### src/rtl/multi_counter.sv
// multi_counter: NCH independent up/down counter/timer channels behind a simple
// valid/ready register port, with a channel-0 logic-analyzer preload path.
module multi_counter #(
  parameter int BITS = 32,
  parameter int NCH  = 4
) (
  input  logic                clk,
  input  logic                reset_n,
  input  logic                valid,
  input  logic [3:0]          wstrb,
  input  logic [31:0]         addr,
  input  logic [31:0]         wdata,
  output logic                ready,
  output logic [31:0]         rdata,
  input  logic [BITS-1:0]     la_write,
  input  logic [BITS-1:0]     la_input,
  output logic [NCH*BITS-1:0] count,
  output logic [NCH-1:0]      irq
);

  localparam int CH_W = (NCH > 1) ? $clog2(NCH) : 1;

  typedef enum logic [1:0] {
    REG_CTRL   = 2'd0,
    REG_COUNT  = 2'd1,
    REG_LIMIT  = 2'd2,
    REG_STATUS = 2'd3
  } reg_e;

  function automatic logic [31:0] merge_bytes(input logic [31:0] old_val,
                                              input logic [31:0] new_val,
                                              input logic [3:0]  be);
    logic [31:0] res;
    for (int b = 0; b < 4; b++) begin
      res[b*8 +: 8] = be[b] ? new_val[b*8 +: 8] : old_val[b*8 +: 8];
    end
    return res;
  endfunction

  logic [BITS-1:0] count_q [NCH];
  logic [BITS-1:0] limit_q [NCH];
  logic [NCH-1:0]  en_q, dir_q, reload_q, irq_en_q, hit_q;

  logic            accept, ch_valid, wr_en;
  logic [CH_W-1:0] ch_idx;
  reg_e            reg_sel;
  logic            unused_addr_bits;

  assign accept   = valid && !ready;
  // The whole upper address is decoded so an index of NCH is out of range
  // even when NCH is a power of two.
  assign ch_valid = (addr[31:4] < 28'(NCH));
  assign ch_idx   = addr[4+CH_W-1:4];
  assign reg_sel  = reg_e'(addr[3:2]);
  assign wr_en    = accept && ch_valid && (wstrb != 4'b0000);
  assign unused_addr_bits = ^addr[1:0];

  logic [NCH-1:0]  sel, fire, terminal;
  logic [BITS-1:0] step_val  [NCH];
  logic [BITS-1:0] count_wr  [NCH];
  logic [BITS-1:0] limit_wr  [NCH];
  logic [31:0]     rd_val;

  // NOTE: every signal driven here gets a default first so no path leaves it
  // unassigned; otherwise synthesis infers a latch.
  always_comb begin
    sel      = '0;
    fire     = '0;
    terminal = '0;
    rd_val   = '0;
    for (int i = 0; i < NCH; i++) begin
      step_val[i] = count_q[i];
      count_wr[i] = BITS'(merge_bytes(32'(count_q[i]), wdata, wstrb));
      limit_wr[i] = BITS'(merge_bytes(32'(limit_q[i]), wdata, wstrb));
      terminal[i] = dir_q[i] ? (count_q[i] == '0) : (count_q[i] == limit_q[i]);
      fire[i]     = en_q[i] && terminal[i];
      sel[i]      = wr_en && (ch_idx == CH_W'(i));
      if (!terminal[i]) begin
        step_val[i] = dir_q[i] ? count_q[i] - 1'b1 : count_q[i] + 1'b1;
      end else if (reload_q[i]) begin
        step_val[i] = dir_q[i] ? limit_q[i] : '0;
      end
      if (ch_valid && (ch_idx == CH_W'(i))) begin
        case (reg_sel)
          REG_CTRL:   rd_val = {28'b0, irq_en_q[i], reload_q[i], dir_q[i], en_q[i]};
          REG_COUNT:  rd_val = 32'(count_q[i]);
          REG_LIMIT:  rd_val = 32'(limit_q[i]);
          REG_STATUS: rd_val = {31'b0, hit_q[i]};
          default:    rd_val = '0;
        endcase
      end
    end
  end

  // NOTE: count/limit arrays are reset like plain flops because their reset
  // values are architecturally visible on the count bus and through reads.
  always_ff @(posedge clk or negedge reset_n) begin
    if (!reset_n) begin
      ready    <= 1'b0;
      rdata    <= '0;
      en_q     <= '0;
      dir_q    <= '0;
      reload_q <= '0;
      irq_en_q <= '0;
      hit_q    <= '0;
      for (int i = 0; i < NCH; i++) begin
        count_q[i] <= '0;
        limit_q[i] <= '1;
      end
    end else begin
      // NOTE: non-blocking assignments so every flop samples pre-edge values,
      // e.g. rdata captures the register contents before this cycle's write.
      ready <= accept;
      if (accept) rdata <= rd_val;
      for (int i = 0; i < NCH; i++) begin
        if (sel[i] && reg_sel == REG_COUNT) begin
          count_q[i] <= count_wr[i];
        end else if (i == 0 && la_write != '0) begin
          count_q[i] <= la_write & la_input;
        end else if (en_q[i]) begin
          count_q[i] <= step_val[i];
        end

        if (sel[i] && reg_sel == REG_LIMIT) limit_q[i] <= limit_wr[i];

        if (sel[i] && reg_sel == REG_CTRL && wstrb[0]) begin
          en_q[i]     <= wdata[0];
          dir_q[i]    <= wdata[1];
          reload_q[i] <= wdata[2];
          irq_en_q[i] <= wdata[3];
        end else if (fire[i] && !reload_q[i]) begin
          en_q[i] <= 1'b0;
        end

        // A terminal event beats a simultaneous write-one-to-clear.
        if (fire[i]) begin
          hit_q[i] <= 1'b1;
        end else if (sel[i] && reg_sel == REG_STATUS && wstrb[0] && wdata[0]) begin
          hit_q[i] <= 1'b0;
        end
      end
    end
  end

  always_comb begin
    count = '0;
    for (int i = 0; i < NCH; i++) count[i*BITS +: BITS] = count_q[i];
  end

  assign irq = hit_q & irq_en_q;

endmodule
### config.mk
export PLATFORM = sky130hd
export DESIGN_NAME = multi_counter
export DESIGN_NICKNAME = d
export VERILOG_FILES = /design/src/rtl/multi_counter.sv
export SDC_FILE = /design/constraint.sdc
export NUM_CORES = 1
export LEC_CHECK = 0
export BUFFER_PORTS_ARGS = -buffer_cell sky130_fd_sc_hd__buf_2
export CORE_MARGIN = 4
export CORE_UTILIZATION = 60
export CTS_CLUSTER_DIAMETER = 60
export DETAILED_ROUTE_END_ITERATION = 10
export PLACE_DENSITY = 0.81
export SETUP_SLACK_MARGIN = 0.15
export SLEW_MARGIN = 25
export SYNTH_ARGS = -nofsm -noshare
export SYNTH_HDL_FRONTEND = slang
export SYNTH_SLANG_ARGS = --single-unit
### constraint.sdc
create_clock -name clk -period 4.5 [get_ports clk]
set_input_delay 0.45 -clock clk [delete_from_list [all_inputs] [get_ports clk]]
set_output_delay 0.45 -clock clk [all_outputs]
set_load 0.005 [all_outputs]
==> results of run 1 <==
==> worst max-delay path, cell delays in order, from the launching register on <==
cell                       delay [ns]
sky130_fd_sc_hd__dfrtp_1         0.77
sky130_fd_sc_hd__buf_4           0.41
sky130_fd_sc_hd__ha_1            0.35
sky130_fd_sc_hd__and2_1          0.17
sky130_fd_sc_hd__a22o_1          0.23
sky130_fd_sc_hd__a211oi_2        0.31
sky130_fd_sc_hd__nand3_1         0.17
sky130_fd_sc_hd__a221o_1         0.45
sky130_fd_sc_hd__a211oi_2        0.31
sky130_fd_sc_hd__o21ai_1         0.14
sky130_fd_sc_hd__xnor2_1         0.16
sky130_fd_sc_hd__or4_1           0.52
sky130_fd_sc_hd__nand3_1         0.08
==> synth_stat cells, types with 47 or more instances <==
master	n	share of area, %
sky130_fd_sc_hd__nand2_1	270	4.2
sky130_fd_sc_hd__o21ai_0	227	4.7
sky130_fd_sc_hd__a21oi_1	184	3.8
sky130_fd_sc_hd__dfrtp_1	181	19
sky130_fd_sc_hd__nor2_1	179	2.8
sky130_fd_sc_hd__xnor2_1	161	5.9
sky130_fd_sc_hd__mux2_2	137	6.4
sky130_fd_sc_hd__dfstp_2	128	14
sky130_fd_sc_hd__ha_1	120	6.2
sky130_fd_sc_hd__clkbuf_1	101	1.6
sky130_fd_sc_hd__a22oi_1	80	2.5
sky130_fd_sc_hd__xor2_1	76	2.8
sky130_fd_sc_hd__a21o_1	72	2.2
sky130_fd_sc_hd__nand3_1	65	1.4
sky130_fd_sc_hd__nor4_1	60	1.6
sky130_fd_sc_hd__a22o_1	58	2.1
sky130_fd_sc_hd__a221oi_1	56	2.0
sky130_fd_sc_hd__o22ai_1	55	1.4
sky130_fd_sc_hd__nor3_1	47	0.98
==> path summary, 6_finish.rpt <==
kind                               from     endpoint  slack (ns)  cells after the start
min in group asynchronous       reset_n    count[86]        0.42                      2
max in group asynchronous       reset_n  limit_q[27]        2.70                      4
setup reg to reg               dir_q[3]   count[127]        0.36                     12
setup / recovery               dir_q[3]   count[127]        0.36                     12
hold reg to reg                rdata[7]     rdata[7]        0.47                      2
hold / removal             la_input[20]    count[20]        0.21                      3
==> stage by stage <==
stage          setup WS [ns]  utilization, %
2_1_floorplan         0.8594               -
3_3_place_gp          0.6778           65.74
3_5_place_dp          0.5472           65.74
4_1_cts               0.4512           69.30
5_1_grt               0.2048           69.42
6_report              0.3579           69.44
==> sequential cells by signal (all words and copies together) (netlist names) <==
name / flops
count: 128
reload_q: 4
en_q: 4
hit_q: 4
limit_q: 128
irq_en_q: 4
ready: 1
dir_q: 4
rdata: 32
==> metal layers <==
layer	track usage, %	routed length (um)	vias to the layer above
li1	-	-	10800
met1	56.89	36060	12020
met2	65.33	42150	1972
met3	13.69	14290	447
met4	27.61	7912	6
met5	2.225	167	-
==> cell type report <==
cell class                      instances  area [um2]  share of cell area, %
Antenna cell                            5       12.51                0.04545
Clock buffer                           54        1145                  4.159
Clock inverter                         17       266.5                 0.9682
Inverter                               43       161.4                 0.5864
Multi-Input combinational cell       2234       15430                  56.07
Sequential cell                       309        7893                  28.67
Tap cell                              525       656.9                  2.386
Timing Repair Buffer                  352        1957                  7.109
==> logic make-up (layout without fill, tap and decap cells) <==
group                      count (synthesis)  after routing
AOI/OAI and AO/OA                        940            940
xor gates and xnor gates                 237            237
DFF                                      309            309
and+or+nand+nor                          776            776
buffers and inverters                    178            466
other                                      0              5
muxes                                    157            157
adders and majority gates                124            124
==> where the power goes <==
part / switching [W] / internal (W)
clock network: 0.00134 / 0.00214
logic: 0.00106 / 0.000755
registers: 0.000219 / 0.00288
==> what timing repair did <==
| action | 4_1_cts | 5_1_grt |
|---|---|---|
| buffers inserted | 0 | 0 |
| hold buffers | 0 | 1 |
| hold endpoints to repair | 0 | 41 |
==> implementation parameters, run 1 <==
Parameter                              Value

Finish
  Commonest cells after routing, fill and taps aside    sky130_fd_sc_hd__buf_2, sky130_fd_sc_hd__nand2_1, sky130_fd_sc_hd__o21ai_0, sky130_fd_sc_hd__a21oi_1, sky130_fd_sc_hd__dfrtp_1
  Fill cells    3147
  Share of final-layout standard cells stronger than drive strength 1    24.83%
  Area of all placed cells without fillers    27530 um2
  Post-layout instance count excluding filler cells    3539
  Leading cell type in the layout, fill and taps excluded    sky130_fd_sc_hd__buf_2
  Area Growth Syn to Fin    14.46%
  Net count, final    3238

Worst setup path
  Crit Path Max Fanout    21
  Type of element capturing the critical path    flop
  Data required time at the worst endpoint    4.98 ns
  Data arrival time of the critical path    about 4.6 ns
  Category of the critical setup timing path    flop to flop
  Crit start category    flop

STA
  Endpoints failing hold    0
  Final slew viol count    0
  Transition time at the pin with the least slew margin    between 1 and 1.5 ns
  Final cycle utilization of the critical path    92.05%
  # setup viols final    0
  Max Clk Rate    0.2414 GHz
  Setup repair after global routing missed its margin    no
  Clock period minus final worst setup slack    between 4 and 5 ns
  Setup skew after layout    0.02262 ns
  Worst-case headroom to the max-slew limit    28.69%
  Accumulated negative setup slack    0 ns
  Worst-case hold slack    0.2068 ns

Logic synthesis
  Number of synthesized flops with an enable pin    0
  Post-Synthesis Cells    ~2700
  Ys flop type    sky130_fd_sc_hd__dfrtp_1
  Synthesized area divided by synthesized cell count    8.838 um2
  Flip-flop and latch count after synthesis    around 310
  Adder-cell share of the synthesized area    around 6.6%
  Mux share of post-synthesis cell area    7.508%
  Post-synthesis cell type count    84
  Fraction of the yosys area taken by sequential cells    between 30% and 40%
  XOR/XNOR Fraction of Synth Area    8.632%
  Synthesized Nets    2980
  Mapped Area    24050 um2
  Largest family of logic cells by synthesized area    compound AO/OA/AOI/OAI gates
  Simple-gate share of the synthesized area    between 15 and 20%
  Compound-cell area share of the yosys netlist    25.93%
  Count of yosys warnings during synthesis    0
  Post-synth ARST share    100.0%

Clock tree
  Clock latency of the later-clocked register in the worst-skew pair    ~0.55 ns
  Cell at the root of the clock tree    sky130_fd_sc_hd__clkbuf_16
  # resized after CTS    0
  Clock tree from TritonCTS    yes
  Sink count of the clock tree    309
  Clock H-tree levels    2
  Clock slew seen by the registers of the worst setup and hold paths    roughly 0.060 ns
  CTS buffer count    39
  Number of buffers between clock root and the deepest sink    3

Drt
  Total Routed Length    between 100000 and 150000 um
  Wire length per cell    28.42 um
  DRT Pass-1 Iters    7
  Number of design rule violations left after detail routing    0
  Number of routed nets with antenna violations    0
  Iteration-0 DRC count of the detailed router    between 3000 and 4000
  Via count    roughly 25000
  Routed via count divided by cell count    between 7 and 8

Pwr
  Overall Power    between 0.008 and 0.009 W
  Pleak    11.44 nW
  Power per Cell Area    305.1 nW/um2
  Largest vdd supply drop    0.0002950 V

Floorplan
  Area of the core    39640 um2
  Chip width    roughly 210 um
  Initial cell density of the core    60.67%
  Chip height    208.2 um
  Placement row count    73
  Die area    43350 um2
  Boundary pin count    300

Run
  Number of violations of the max-capacitance limit    0

Global routing
  Number of antenna violations at the first check in global routing    6
  Wire length of the first global-routing pass    roughly 150000 um
  GRT Resource Usage Total    roughly 44%
  Pin count of the biggest net entering global routing    roughly 130
  Grt total ovfl    0
  Vias in the first global route    24250

Place
  GP Congestion    approximately 1.1
  Placed Instances    3461
  Post-DP HPWL    roughly 73000 um
  IO Port Bufs    297
  Placed instance area    about 26000 um2

Worst hold path
  Class of the worst hold path    input port to flop

Status
  Run status    completed
Note: power is estimated with default switching activity, not from simulation.
==> inputs of run 2 (changes only) <==
==> constraint.sdc (replaced) <==
create_clock -name clk -period 4.5 [get_ports clk]
set_input_delay 0.225 -clock clk [delete_from_list [all_inputs] [get_ports clk]]
set_output_delay 0.225 -clock clk [all_outputs]
set_load 0.005 [all_outputs]
==> implementation parameters, run 2 (synthesized netlist as in run 1, its figures left out) <==
Parameter                              Value

Status
  Run status    completed (unchanged)

STA
  # setup viols final    0 (unchanged)
  Final slew viol count    0 (unchanged)
  Endpoints failing hold    0 (unchanged)
  Clock period minus final worst setup slack    3.980 ns (was 4.142 ns)
  Max Clk Rate    0.2513 GHz (was 0.2414 GHz)
  Transition time at the pin with the least slew margin    0.9268 ns (was 1.066 ns)
  Setup skew after layout    0.01919 ns (was 0.02262 ns)
  Accumulated negative setup slack    0 ns (unchanged)
  Setup repair after global routing missed its margin    no (unchanged)
  Final cycle utilization of the critical path    88.44% (was 92.05%)
  Worst-case headroom to the max-slew limit    38.15% (was 28.69%)

Global routing
  Pin count of the biggest net entering global routing    106 (was 131)
  Grt total ovfl    0 (unchanged)
  Vias in the first global route    24060 (was 24250)
  Wire length of the first global-routing pass    150700 um (was 149600 um)
  GRT Resource Usage Total    44.56% (was 44.36%)
  Number of antenna violations at the first check in global routing    10 (was 6)

Clock tree
  Clock tree from TritonCTS    yes (unchanged)
  Cell at the root of the clock tree    sky130_fd_sc_hd__clkbuf_16 (unchanged)
  # resized after CTS    0 (unchanged)
  CTS buffer count    37 (was 39)
  Clock latency of the later-clocked register in the worst-skew pair    0.56 ns (was 0.55 ns)
  Clock slew seen by the registers of the worst setup and hold paths    0.06 ns (about the same)
  Sink count of the clock tree    309 (unchanged)
  Clock H-tree levels    2 (unchanged)
  Number of buffers between clock root and the deepest sink    3 (unchanged)

Finish
  Net count, final    3235 (was 3238)
  Area of all placed cells without fillers    27480 um2 (was 27530 um2)
  Commonest cells after routing, fill and taps aside    sky130_fd_sc_hd__buf_2, sky130_fd_sc_hd__nand2_1, sky130_fd_sc_hd__o21ai_0, sky130_fd_sc_hd__a21oi_1, sky130_fd_sc_hd__dfrtp_1 (unchanged)
  Leading cell type in the layout, fill and taps excluded    sky130_fd_sc_hd__buf_2 (unchanged)
  Share of final-layout standard cells stronger than drive strength 1    24.56% (was 24.83%)
  Area Growth Syn to Fin    14.28% (was 14.46%)

Worst setup path
  Type of element capturing the critical path    flop (unchanged)
  Category of the critical setup timing path    flop to flop (unchanged)
  Crit start category    flop (unchanged)
  Data arrival time of the critical path    4.41 ns (was 4.62 ns)
  Data required time at the worst endpoint    4.93 ns (was 4.98 ns)
  Crit Path Max Fanout    9 (was 21)
  Critical Path Start    count[0] (was dir_q[3])
  Reg-to-reg startpoint    count[0] (was dir_q[3])

Drt
  Number of design rule violations left after detail routing    0 (unchanged)
  Number of routed nets with antenna violations    0 (unchanged)
  Wire length per cell    28.34 um (was 28.42 um)
  Via count    25090 (was 25250)
  Iteration-0 DRC count of the detailed router    3562 (was 3885)
  DRT Pass-1 Iters    6 (was 7)
  Total Routed Length    100300 um (was 100600 um)
  Routed via count divided by cell count    7.088 (was 7.134)

Pwr
  Gate power share    21.6% (was 21.7%)
  Largest vdd supply drop    0.0003526 V (was 0.0002950 V)
  Switching Fraction    30.89% (was 31.24%)
  Power per Cell Area    305.4 nW/um2 (was 305.1 nW/um2)
  Pleak    11.39 nW (was 11.44 nW)
  Switching power of the nets    0.002593 W (was 0.002624 W)
  Sequential Power Share    36.9% (about the same)
  Power share of the clock group    41.5% (was 41.4%)
  Internal power component    0.005800 W (was 0.005774 W)

Floorplan
  Area of the core    39640 um2 (unchanged)
  Boundary pin count    300 (unchanged)
  Placement row count    73 (unchanged)
  Die area    43350 um2 (unchanged)
  Chip width    208.2 um (unchanged)
  Initial cell density of the core    60.67% (unchanged)
  Chip height    208.2 um (unchanged)

Run
  Number of violations of the max-capacitance limit    0 (unchanged)

Worst hold path
  Class of the worst hold path    input port to flop (unchanged)
  Origin of the worst min-delay path    la_write[20] (was la_input[20])

Place
  IO Port Bufs    297 (unchanged)
  Placed instance area    26030 um2 (was 26060 um2)
  Post-DP HPWL    72920 um (was 72640 um)
  GP Congestion    1.033 (was 1.058)
## run 2: layout make-up
type	instances	area [um2]
antenna	10	25.02
clock buffer	45	998.5
clock inverter	23	391.6
fill	3223	12160
inverter	43	161.4
multi-input combinational	2234	15430
sequential	309	7893
tap	525	656.9
timing repair buffer	351	1924
## run 2: final timing paths
path / end / slack [ns] / cells past startpoint
setup / recovery: count[18] / 0.52 / 13
hold / removal: count[20] / 0.02 / 3
setup reg to reg: count[18] / 0.52 / 13
hold reg to reg: rdata[5] / 0.48 / 2
max in group asynchronous: count[48] / 3.00 / 3
min in group asynchronous: count[87] / 0.25 / 2
## run 2: timing repair
action	in CTS	in global routing
endpoints found under the hold margin	55	0
setup buffers	0	0
hold buffers	4	0
## run 2: metrics by stage
stage / utilization (%) / std cells / setup slack (ns) / hold slack [ns] / total power [W]
final: 69.33 / 3540 / 0.5203 / 0.02005 / 0.008393
after global routing: 69.28 / 3532 / 0.3279 / 0.05597 / 0.008652
after CTS: 69.26 / 3530 / 0.6347 / 0.005022 / 0.008331
after detailed placement: 65.66 / 3458 / 0.6728 / 0.3418 / 0.004878
after global placement: 65.66 / 3458 / 0.7888 / 0.3319 / 0.004825
after floorplan: - / 2721 / 0.8594 / -0.07059 / 0.004203
## run 2: routing by layer
| layer | wire length, um | global-route usage [%] | up-vias |
|---|---|---|---|
| met5 | 34 | 0 | - |
| met4 | 7832 | 26.18 | 4 |
| met3 | 13880 | 14.84 | 456 |
| met2 | 42310 | 65.81 | 1907 |
| met1 | 36270 | 57.17 | 11940 |
| li1 | - | - | 10790 |
## run 2: worst max-delay path, stage by stage (launching register included)
cell and delay (ns):
sky130_fd_sc_hd__dfrtp_1 0.57, sky130_fd_sc_hd__inv_1 0.12, sky130_fd_sc_hd__fa_1 0.47, sky130_fd_sc_hd__nor2b_1 0.17, sky130_fd_sc_hd__o211ai_1 0.16, sky130_fd_sc_hd__a311oi_1 0.55, sky130_fd_sc_hd__and4_1 0.31, sky130_fd_sc_hd__nor2_1 0.09
sky130_fd_sc_hd__a31oi_1 0.20, sky130_fd_sc_hd__xnor2_1 0.14, sky130_fd_sc_hd__a32o_1 0.29, sky130_fd_sc_hd__a32oi_1 0.16, sky130_fd_sc_hd__dlygate4sd3_1 0.57, sky130_fd_sc_hd__nand3_1 0.07
## run 2: power groups by stage
| stage | sequential (W) | combinational (W) | clock, W |
|---|---|---|---|
| after detailed placement | 0.00313 | 0.00175 | 0 |
| after floorplan | 0.00305 | 0.00115 | 0 |
| final | 0.00310 | 0.00181 | 0.00348 |
| after global placement | 0.00313 | 0.00170 | 0 |
| after CTS | 0.00309 | 0.00176 | 0.00348 |
| after global routing | 0.00310 | 0.00196 | 0.00359 |
